### src/rtl/writeback_arbiter.sv
// Multi-source write-back unit: per-producer result FIFOs arbitrated onto the single
// register-file write port, which doubles as the W->E forwarding source.

module wb_src_fifo #(
  parameter int W     = 37,
  parameter int DEPTH = 2,
  parameter int CW    = $clog2(DEPTH + 1)
) (
  input  logic          clk_i,
  input  logic          rst_ni,
  input  logic          flush,
  input  logic          push,
  input  logic          pop,
  input  logic [W-1:0]  wdata,
  output logic [W-1:0]  rdata,
  output logic [CW-1:0] count
);
  localparam int PW = (DEPTH > 1) ? $clog2(DEPTH) : 1;
  localparam logic [PW-1:0] LAST = PW'(DEPTH - 1);

  logic [W-1:0]  mem [DEPTH];
  logic [PW-1:0] wptr, rptr;

  always_ff @(posedge clk_i or negedge rst_ni) begin
    if (!rst_ni) begin
      wptr  <= '0;
      rptr  <= '0;
      count <= '0;
    end else if (flush) begin
      wptr  <= '0;
      rptr  <= '0;
      count <= '0;
    end else begin
      if (push) wptr <= (wptr == LAST) ? '0 : wptr + PW'(1);
      if (pop)  rptr <= (rptr == LAST) ? '0 : rptr + PW'(1);
      count <= count + CW'(push) - CW'(pop);
    end
  end

  // Storage carries no reset; count alone decides what is valid.
  always_ff @(posedge clk_i) begin
    if (push) mem[wptr] <= wdata;
  end

  assign rdata = mem[rptr];
endmodule

module writeback_arbiter #(
  parameter int NUM_SRC   = 4,
  parameter int XLEN      = 32,
  parameter int BUF_DEPTH = 2,
  parameter int PRIO_MODE = 0
) (
  input  logic                    clk_i,
  input  logic                    rst_ni,
  input  logic                    flush_i,
  input  logic [NUM_SRC-1:0]      src_valid_i,
  output logic [NUM_SRC-1:0]      src_ready_o,
  input  logic [NUM_SRC-1:0]      src_we_i,
  input  logic [NUM_SRC*5-1:0]    src_rd_addr_i,
  input  logic [NUM_SRC*XLEN-1:0] src_data_i,
  output logic                    write_en_o,
  output logic [4:0]              rd_addr_o,
  output logic [XLEN-1:0]         rd_data_o,
  output logic [XLEN-1:0]         wb_data_fwd_o,
  output logic [4:0]              rd_addr_fwd_o,
  output logic                    reg_write_en_fwd_o,
  output logic                    busy_o
);
  localparam int EW = 5 + XLEN;
  localparam int CW = $clog2(BUF_DEPTH + 1);
  localparam int SW = $clog2(NUM_SRC);

  logic [NUM_SRC-1:0]         push, pop, grant, not_empty;
  logic [NUM_SRC-1:0][EW-1:0] head;
  logic [NUM_SRC-1:0][CW-1:0] count;
  logic [SW-1:0]              rr_ptr, gnt_idx;
  logic                       any_gnt;

  for (genvar g = 0; g < NUM_SRC; g++) begin : g_src
    logic [4:0] addr;
    assign addr = src_rd_addr_i[5*g +: 5];

    // Ready looks only at occupancy: a full FIFO refuses even if its head leaves this cycle.
    assign src_ready_o[g] = rst_ni & (count[g] < CW'(BUF_DEPTH));
    assign push[g]      = src_valid_i[g] & src_ready_o[g] & src_we_i[g] & (addr != 5'd0) & ~flush_i;
    assign pop[g]       = grant[g] & ~flush_i;
    assign not_empty[g] = (count[g] != '0);

    wb_src_fifo #(.W(EW), .DEPTH(BUF_DEPTH), .CW(CW)) u_fifo (
      .clk_i (clk_i),
      .rst_ni(rst_ni),
      .flush (flush_i),
      .push  (push[g]),
      .pop   (pop[g]),
      .wdata ({addr, src_data_i[XLEN*g +: XLEN]}),
      .rdata (head[g]),
      .count (count[g])
    );

    a_no_push_full: assert property (@(posedge clk_i) disable iff (!rst_ni)
      push[g] |-> (count[g] != CW'(BUF_DEPTH)));
    a_cnt_bound: assert property (@(posedge clk_i) disable iff (!rst_ni)
      count[g] <= CW'(BUF_DEPTH));
    a_src_hold: assert property (@(posedge clk_i) disable iff (!rst_ni)
      (src_valid_i[g] && !src_ready_o[g]) |=> (src_valid_i[g] && $stable(src_we_i[g]) &&
      $stable(src_rd_addr_i[5*g +: 5]) && $stable(src_data_i[XLEN*g +: XLEN])));
  end

  // Scan starts at rr_ptr in round-robin mode, at 0 in fixed mode.
  always_comb begin
    int idx;
    grant   = '0;
    gnt_idx = '0;
    any_gnt = 1'b0;
    for (int k = 0; k < NUM_SRC; k++) begin
      idx = (PRIO_MODE == 1) ? int'(rr_ptr) + k : k;
      if (idx >= NUM_SRC) idx = idx - NUM_SRC;
      if (!any_gnt && not_empty[idx]) begin
        any_gnt    = 1'b1;
        grant[idx] = 1'b1;
        gnt_idx    = SW'(idx);
      end
    end
  end

  always_ff @(posedge clk_i or negedge rst_ni) begin
    if (!rst_ni)
      rr_ptr <= '0;
    else if (!flush_i && any_gnt && PRIO_MODE == 1)
      rr_ptr <= (gnt_idx == SW'(NUM_SRC - 1)) ? '0 : gnt_idx + SW'(1);
  end

  always_ff @(posedge clk_i or negedge rst_ni) begin
    if (!rst_ni) begin
      write_en_o <= 1'b0;
      rd_addr_o  <= '0;
      rd_data_o  <= '0;
    end else if (flush_i) begin
      write_en_o <= 1'b0;
    end else begin
      write_en_o <= any_gnt;
      if (any_gnt) {rd_addr_o, rd_data_o} <= head[gnt_idx];
    end
  end

  assign wb_data_fwd_o      = rd_data_o;
  assign rd_addr_fwd_o      = rd_addr_o;
  assign reg_write_en_fwd_o = write_en_o;
  assign busy_o             = (|not_empty) | write_en_o;

  a_we_addr: assert property (@(posedge clk_i) disable iff (!rst_ni)
    write_en_o |-> (rd_addr_o != 5'd0));
endmodule

### config.mk
export PLATFORM = sky130hd
export DESIGN_NAME = writeback_arbiter
export DESIGN_NICKNAME = d
export VERILOG_FILES = /design/src/rtl/writeback_arbiter.sv
export SDC_FILE = /design/constraint.sdc
export NUM_CORES = 1
export LEC_CHECK = 0
export BUFFER_PORTS_ARGS = -buffer_cell sky130_fd_sc_hd__buf_2
export CORE_ASPECT_RATIO = 1.1
export CORE_MARGIN = 3
export CORE_UTILIZATION = 58
export CTS_BUF_LIST = sky130_fd_sc_hd__clkbuf_8
export CTS_CLUSTER_DIAMETER = 40
export DETAILED_ROUTE_END_ITERATION = 6
export PLACE_DENSITY = 0.81
export REMOVE_ABC_BUFFERS = 1
export SLEW_MARGIN = 15
export SYNTH_ARGS = -nofsm -noshare
export SYNTH_HDL_FRONTEND = slang
export SYNTH_SLANG_ARGS = --single-unit
### constraint.sdc
create_clock -name clk_i -period 4 [get_ports clk_i]
set_input_delay 0.8 -clock clk_i [delete_from_list [all_inputs] [get_ports clk_i]]
set_output_delay 0.8 -clock clk_i [all_outputs]
set_load 0.05 [all_outputs]
* Word level (Yosys, flattened, before mapping)
Memory sizes are Yosys's and may differ from the RTL's.
Index checks and enable logic that the tools add are counted.
** Storage, ports and cells
- Memory bits (writable) :: 296
- Output and inout port bits :: 81
- Input port bits :: 159
- Logic and storage cells :: 139
- Memories :: 4
- Bits in registers :: 54
** Memories
- g_src[0].u_fifo.mem :: words 2, width 37, read ports 1, clocked after Yosys merged registers in 0, wr ports 1, line 21 : logic [W-1:0] mem [DEPTH];
- g_src[1].u_fifo.mem :: words 2, width 37, read ports 1, clocked after Yosys merged registers in 0, wr ports 1, line 21
- g_src[2].u_fifo.mem :: words 2, width 37, read ports 1, clocked after Yosys merged registers in 0, wr ports 1, line 21
- g_src[3].u_fifo.mem :: words 2, width 37, read ports 1, clocked after Yosys merged registers in 0, wr ports 1, line 21
** Operators by class
- Magnitude comparators :: 5
- Multiplexer cells :: 49
- Bitwise logic cells :: 26
- Add/sub/neg operators :: 16
- Reductions and logical operators :: 24
** Operators by type and width (number)
- $bmux W37 S2 :: 1
- $mux W1 :: 41
- $mux W37 :: 1
- $and A1 B1 Y1 :: 24
- $reduce_bool A2 Y1 :: 12
- $reduce_bool A5 Y1 :: 4
- $mux W2 :: 6
- $add A1 B1 Y1 const B :: 8
- $add A2 B1 Y2 :: 4
- $lt A2 B2 Y1 const B :: 4
- $sub A2 B1 Y2 :: 4
- $reduce_or A4 Y1 :: 1
- $logic_and A1 B1 Y1 :: 3
- $logic_not A1 Y1 :: 3
- $lt A2 B3 Y1 const B :: 1
- $reduce_and A2 Y1 :: 1
- $not A1 Y1 :: 1
- $or A1 B1 Y1 :: 1

* Longest topological paths before layout
- Depth after elaboration :: 14
- Depth in mapped cells :: 10
- Gate-level depth less buffers :: 9

* Cells and area by module
Synthesis repeated with hierarchy kept, for this count alone.
** Unflattened totals
- Cells, all modules :: 897
- Area, all modules :: 14794.2 um^2
** By module, submodules not included
- wb_src_fifo :: area each 2957.8 um^2, cells each 132, seq. area each 2322.2 um^2, times used 4
- writeback_arbiter :: area each 2962.8 um^2, cells each 369, seq. area each 950.9 um^2, times used 1

* Least setup slack after synthesis
Ideal clock, no wire load.
- Path kind :: input-to-reg
- Start point :: in rst_ni
- End point :: mem g_src[1].u_fifo.mem[0][0], enable pin
- Buffers on the path :: 0
- Setup slack :: -0.113 ns
- Cell stages on the path :: 4
- Data arrival time :: 3.682 ns
- Setup time :: 0.431 ns
- Path through :: nor2b_1 -> o2111ai_1 -> or2_1 -> nor2_1
** Between the ends
- Longest elaborated chain between the ends :: 7
** Ends and longest elaborated chain
- start, declared :: line 55 : input logic rst_ni,
- $and A1 B1 Y1 :: line 85 : assign src_ready_o[g] = rst_ni & (count[g] < CW'(BUF_DEPTH));
- $and A1 B1 Y1 (4 in series) :: line 86 : assign push[g] = src_valid_i[g] & src_ready_o[g] & src_we_i[g] & (addr != 5'd0) & ~flush_i;
- $mux W1 :: line 42 : if (push) mem[wptr] <= wdata;
- $mux W1 (implied by the code) :: line 42
- end, declared :: line 21
No other way between the ends.

* Worst setup path after layout
- Start point :: reg g_src[1].u_fifo.count[1]
- End point :: reg rd_data_o[5]
** Between the ends
- Longest elaborated chain between the ends :: 11
- Elaborated cells between the ends (all ways) :: 15
** Ends and longest elaborated chain
- start, declared :: line 16 : output logic [CW-1:0] count
- start signal, assigned :: line 36 : count <= count + CW'(push) - CW'(pop);
- $reduce_bool A2 Y1 * :: line 88 : assign not_empty[g] = (count[g] != '0);
- $logic_and A1 B1 Y1 * :: line 119 : if (!any_gnt && not_empty[idx]) begin
- $mux W1 :: line 119
- $logic_not A1 Y1 :: line 119
- $logic_and A1 B1 Y1 :: line 119
- $mux W1 :: line 119
- $logic_not A1 Y1 :: line 119
- $logic_and A1 B1 Y1 :: line 119
- $mux W2 :: line 119
- $bmux W37 S2 :: line 143 : if (any_gnt) {rd_addr_o, rd_data_o} <= head[gnt_idx];
- $mux W37 (implied by the code) :: line 143
- end signal, assigned :: line 143
- end, declared :: line 64 : output logic [XLEN-1:0] rd_data_o,
Every way passes the cells marked *; elsewhere a longest branch is shown, timed or not. The select of a mux whose other input is x is not followed.
A chain may end at the register's enable or synchronous reset.

==> summary.md <==
| Metric | Value |
|---|---|
| Total gr overflow | 0 |
| Number of global-route vias before repair | 9,588 |
| DR WL/cell | 23.5 microns |
| Relative slew margins | 33.6% |
| Outcome | finished clean |
| Buffers added on ports | around 240 |
| Num ports | 240 |
| Initial antenna violation count | 2 |
| DRT iter0 DRCs | a little under 1,000 |
| Crit-path max FO | 37 |
| Max-cap viol count | 0 |
| Multi-input logic area | 3590 sq um |
| Post-cts repair resize count | 0 |
| Tot GR Track Use | 26.7% |
| Final Skew | 32.8 ps |
| Reg2Reg Depth | 4 |
| Clock Pin Slew Worst Setup and Hold Paths | 60 ps |
| Largest net degree at the start of global routing | 40 |
| Leakage | 5.89 nW |
| Die Area | 26,600 sq um |
| Maximum VDD drop | slightly above 0.5 mV |
| Commonest non-fill, non-tap cell in the layout | edfxtp_1 |
| Synthesis-to-layout area growth | 16.8% |
| Final hold violations | 0 |
| Sequential-to-total area share from yosys stat | 71.4% |
| Nets@finish | 1,335 |
| Clk sink count | 350 |
| Hold buffer count at CTS | 0 |
| Worst path required time | between 4000 and 5000 ps |
| Hold Crit Class | input pin to async pin |
| Most frequent cells in the layout | edfxtp_1 (296), buf_2 (238), mux2i_1 (142), clkbuf_8 (59), nor2_1 (56) |
| Clock Tree Buf Depth | 3 |
| Mapped Cells | 951 |
| Warnings, synthesis | 0 |
| Unrepaired setup endpoints after global routing | false |
| Row count | 59 |
| FF-to-FF End | rd_data_o[5]$_DFFE_PN0P_ |
| Post-synthesis sequential element count | 350 |
| FF-to-FF setup slack | ~1100 ps |
| H-tree Lvls | 2 |
| DR vias | 9,230 |
| Core ar. | approximately 24,000 sq um |
| Ratio of cells with drive above 1 in the final layout | 30.1% |
| Fillers | 1,571 |
| Pre-CTS setup slack | 945 ps |
| Die width | about 160 microns |
| Antenna violation net count after detailed routing | 0 |
| Drt pass-1 iters | 5 |
| Finished Core Util | between 60% and 70% |
| Worst slew pin tran | 996 ps |
| Max Clock Freq | 340 MHz |
| Setup_tns | 0 ps |
| Starting density of the core | between 50 and 60% |
| Critical path type | flop to flop |
| DR DRC count | 0 |
| R2r startpoint | g_src[1].u_fifo.count[1]$_DFF_PN0_ |
| Final setup viols | 0 |
| Worst setup EP type | flop |
| Final worst-path cycle share | roughly three quarters |
| Crit path DAT | 3380 ps |
| PnR worst setup slack | 1060 ps |
| Min cycle time layout | 2940 ps |
| Avg Cell Area, Syn | 15.1 sq um |
| Crit start category | flop |
| First-pass GRT wire length | around 54,000 microns |
| Final wirelength | around 36,000 microns |
| Die height | 171 microns |
| Gpl congestion | 0.801 |
| Setup Buffers After CTS | 0 |
| Register area | 10,200 sq um |
| Dpl hpwl | 22,100 microns |
| Power per cell area | 803 nW/um^2 |
| Clk Latency, worst-skew pair | 600 ps |
| Netlist Area Pre-Place | 14,300 sq um |
| CTS root buffer | clkbuf_8 |
| CTS Buf Count | 54 |
| Distinct cells, synth | 36 |
| Final Max Slew Viols | 0 |
| Via density | around 6.1 |
| CTS tree | done |
[state kept, by name, indices dropped and copies added (netlist names)]
register and cells:
g_src.u_fifo.mem 296, rd_data_o 32, rd_addr_fwd_o 5, reg_write_en_fwd_o 1
g_src.u_fifo.wptr 4, g_src.u_fifo.rptr 4, g_src.u_fifo.count 8
[cells in the mapped netlist]
cell type	number	share of area, %
nor2b_1	8	0.35
or3_1	1	0.044
o211ai_1	6	0.31
or4_1	5	0.26
a311oi_1	31	1.9
nor4_2	1	0.087
edfxtp_1	296	62
o2111ai_1	1	0.061
nand2b_1	3	0.13
or2_1	2	0.087
nand3_1	31	1.1
nand4b_1	1	0.061
o2111a_1	3	0.24
nand2_1	1	0.026
xnor2_1	10	0.61
buf_4	39	2.0
o21ai_0	43	1.5
nor3_2	1	0.070
o21ai_1	1	0.035
nor3_1	38	1.3
clkbuf_1	46	1.2
xor2_1	5	0.31
buf_2	11	0.38
buf_1	2	0.052
inv_1	8	0.21
a31oi_1	7	0.31
nor4_1	32	1.4
buf_6	5	0.39
a21o_1	1	0.052
mux2i_1	142	9.9
mux2_2	6	0.47
ha_1	8	0.70
a21oi_1	32	1.1
or2_2	2	0.087
dfrtp_1	54	9.4
nor2_1	68	1.8
[metrics by stage]
stage,cells,hold WS (ps),power (mW),instance area [sq um]
2_1_floorplan,848,504,8.63,13800
3_3_place_gp,1417,538,10.4,15700
3_5_place_dp,1417,554,10.6,15700
4_1_cts,1519,44.9,13.4,16700
5_1_grt,1521,42.8,14.1,16700
6_report,1521,63.9,13.5,16700
[worst max-delay path by stage]
stage	slack (ps)	cells after the start	from	to
3_5_place_dp	950	7	rst_ni	g_src[0].u_fifo.mem[0][26]$_DFFE_PP_
5_1_grt	960	4	g_src[0].u_fifo.count[1]$_DFF_PN0_	rd_data_o[5]$_DFFE_PN0P_
2_1_floorplan	-430	4	g_src[3].u_fifo.count[1]$_DFF_PN0_	rd_addr_fwd_o[0]$_DFFE_PN0P_
3_3_place_gp	1060	7	rst_ni	g_src[0].u_fifo.mem[1][21]$_DFFE_PP_
6_report	1060	4	g_src[1].u_fifo.count[1]$_DFF_PN0_	rd_data_o[5]$_DFFE_PN0P_
4_1_cts	1100	4	g_src[1].u_fifo.count[1]$_DFF_PN0_	rd_data_o[21]$_DFFE_PN0P_
[per-layer routing]
metal,vias up,global-route usage [%],part of all wire (%)
met1,4503,35.0,37
li1,4067,-,-
met3,79,5.89,10
met4,0,11.7,3.2
met5,-,0,0
met2,581,43.3,50
[kinds of logic (layout without fill, tap and decap cells)]
| group | after synthesis | in the layout | synth area share (%) |
|---|---|---|---|
| other cells | 0 | 2 | 0 |
| flops | 350 | 350 | 71.4 |
| mux | 148 | 148 | 10.4 |
| compound gates | 125 | 125 | 5.51 |
| buf+inv | 111 | 374 | 4.28 |
| fa+ha+maj | 8 | 8 | 0.698 |
| simple gates | 194 | 194 | 6.79 |
| xor+xnor | 15 | 15 | 0.916 |
[critical path: stages, from the launching register on]
cell	delay, ps
dfrtp_1	480
or4_2	1090
a21o_2	670
a311oi_1	400
a21oi_1	130
[layout make-up]
type / count / area share [%]
diodes: 2 / 0.0299
clock buffers: 59 / 4.85
clock inverters: 43 / 1.46
inverters: 8 / 0.179
multi-input cells: 490 / 21.4
flip-flops and latches: 350 / 61.2
well taps: 305 / 2.28
repair buffers: 264 / 8.58
[where the power goes]
part	internal, mW	switching [mW]	leakage [nW]
Sequential	4.30	0.489	3.30
Clock	1.50	1.37	0.586
Combinational	1.60	4.21	2.00
(Power assumes the default switching activity.)
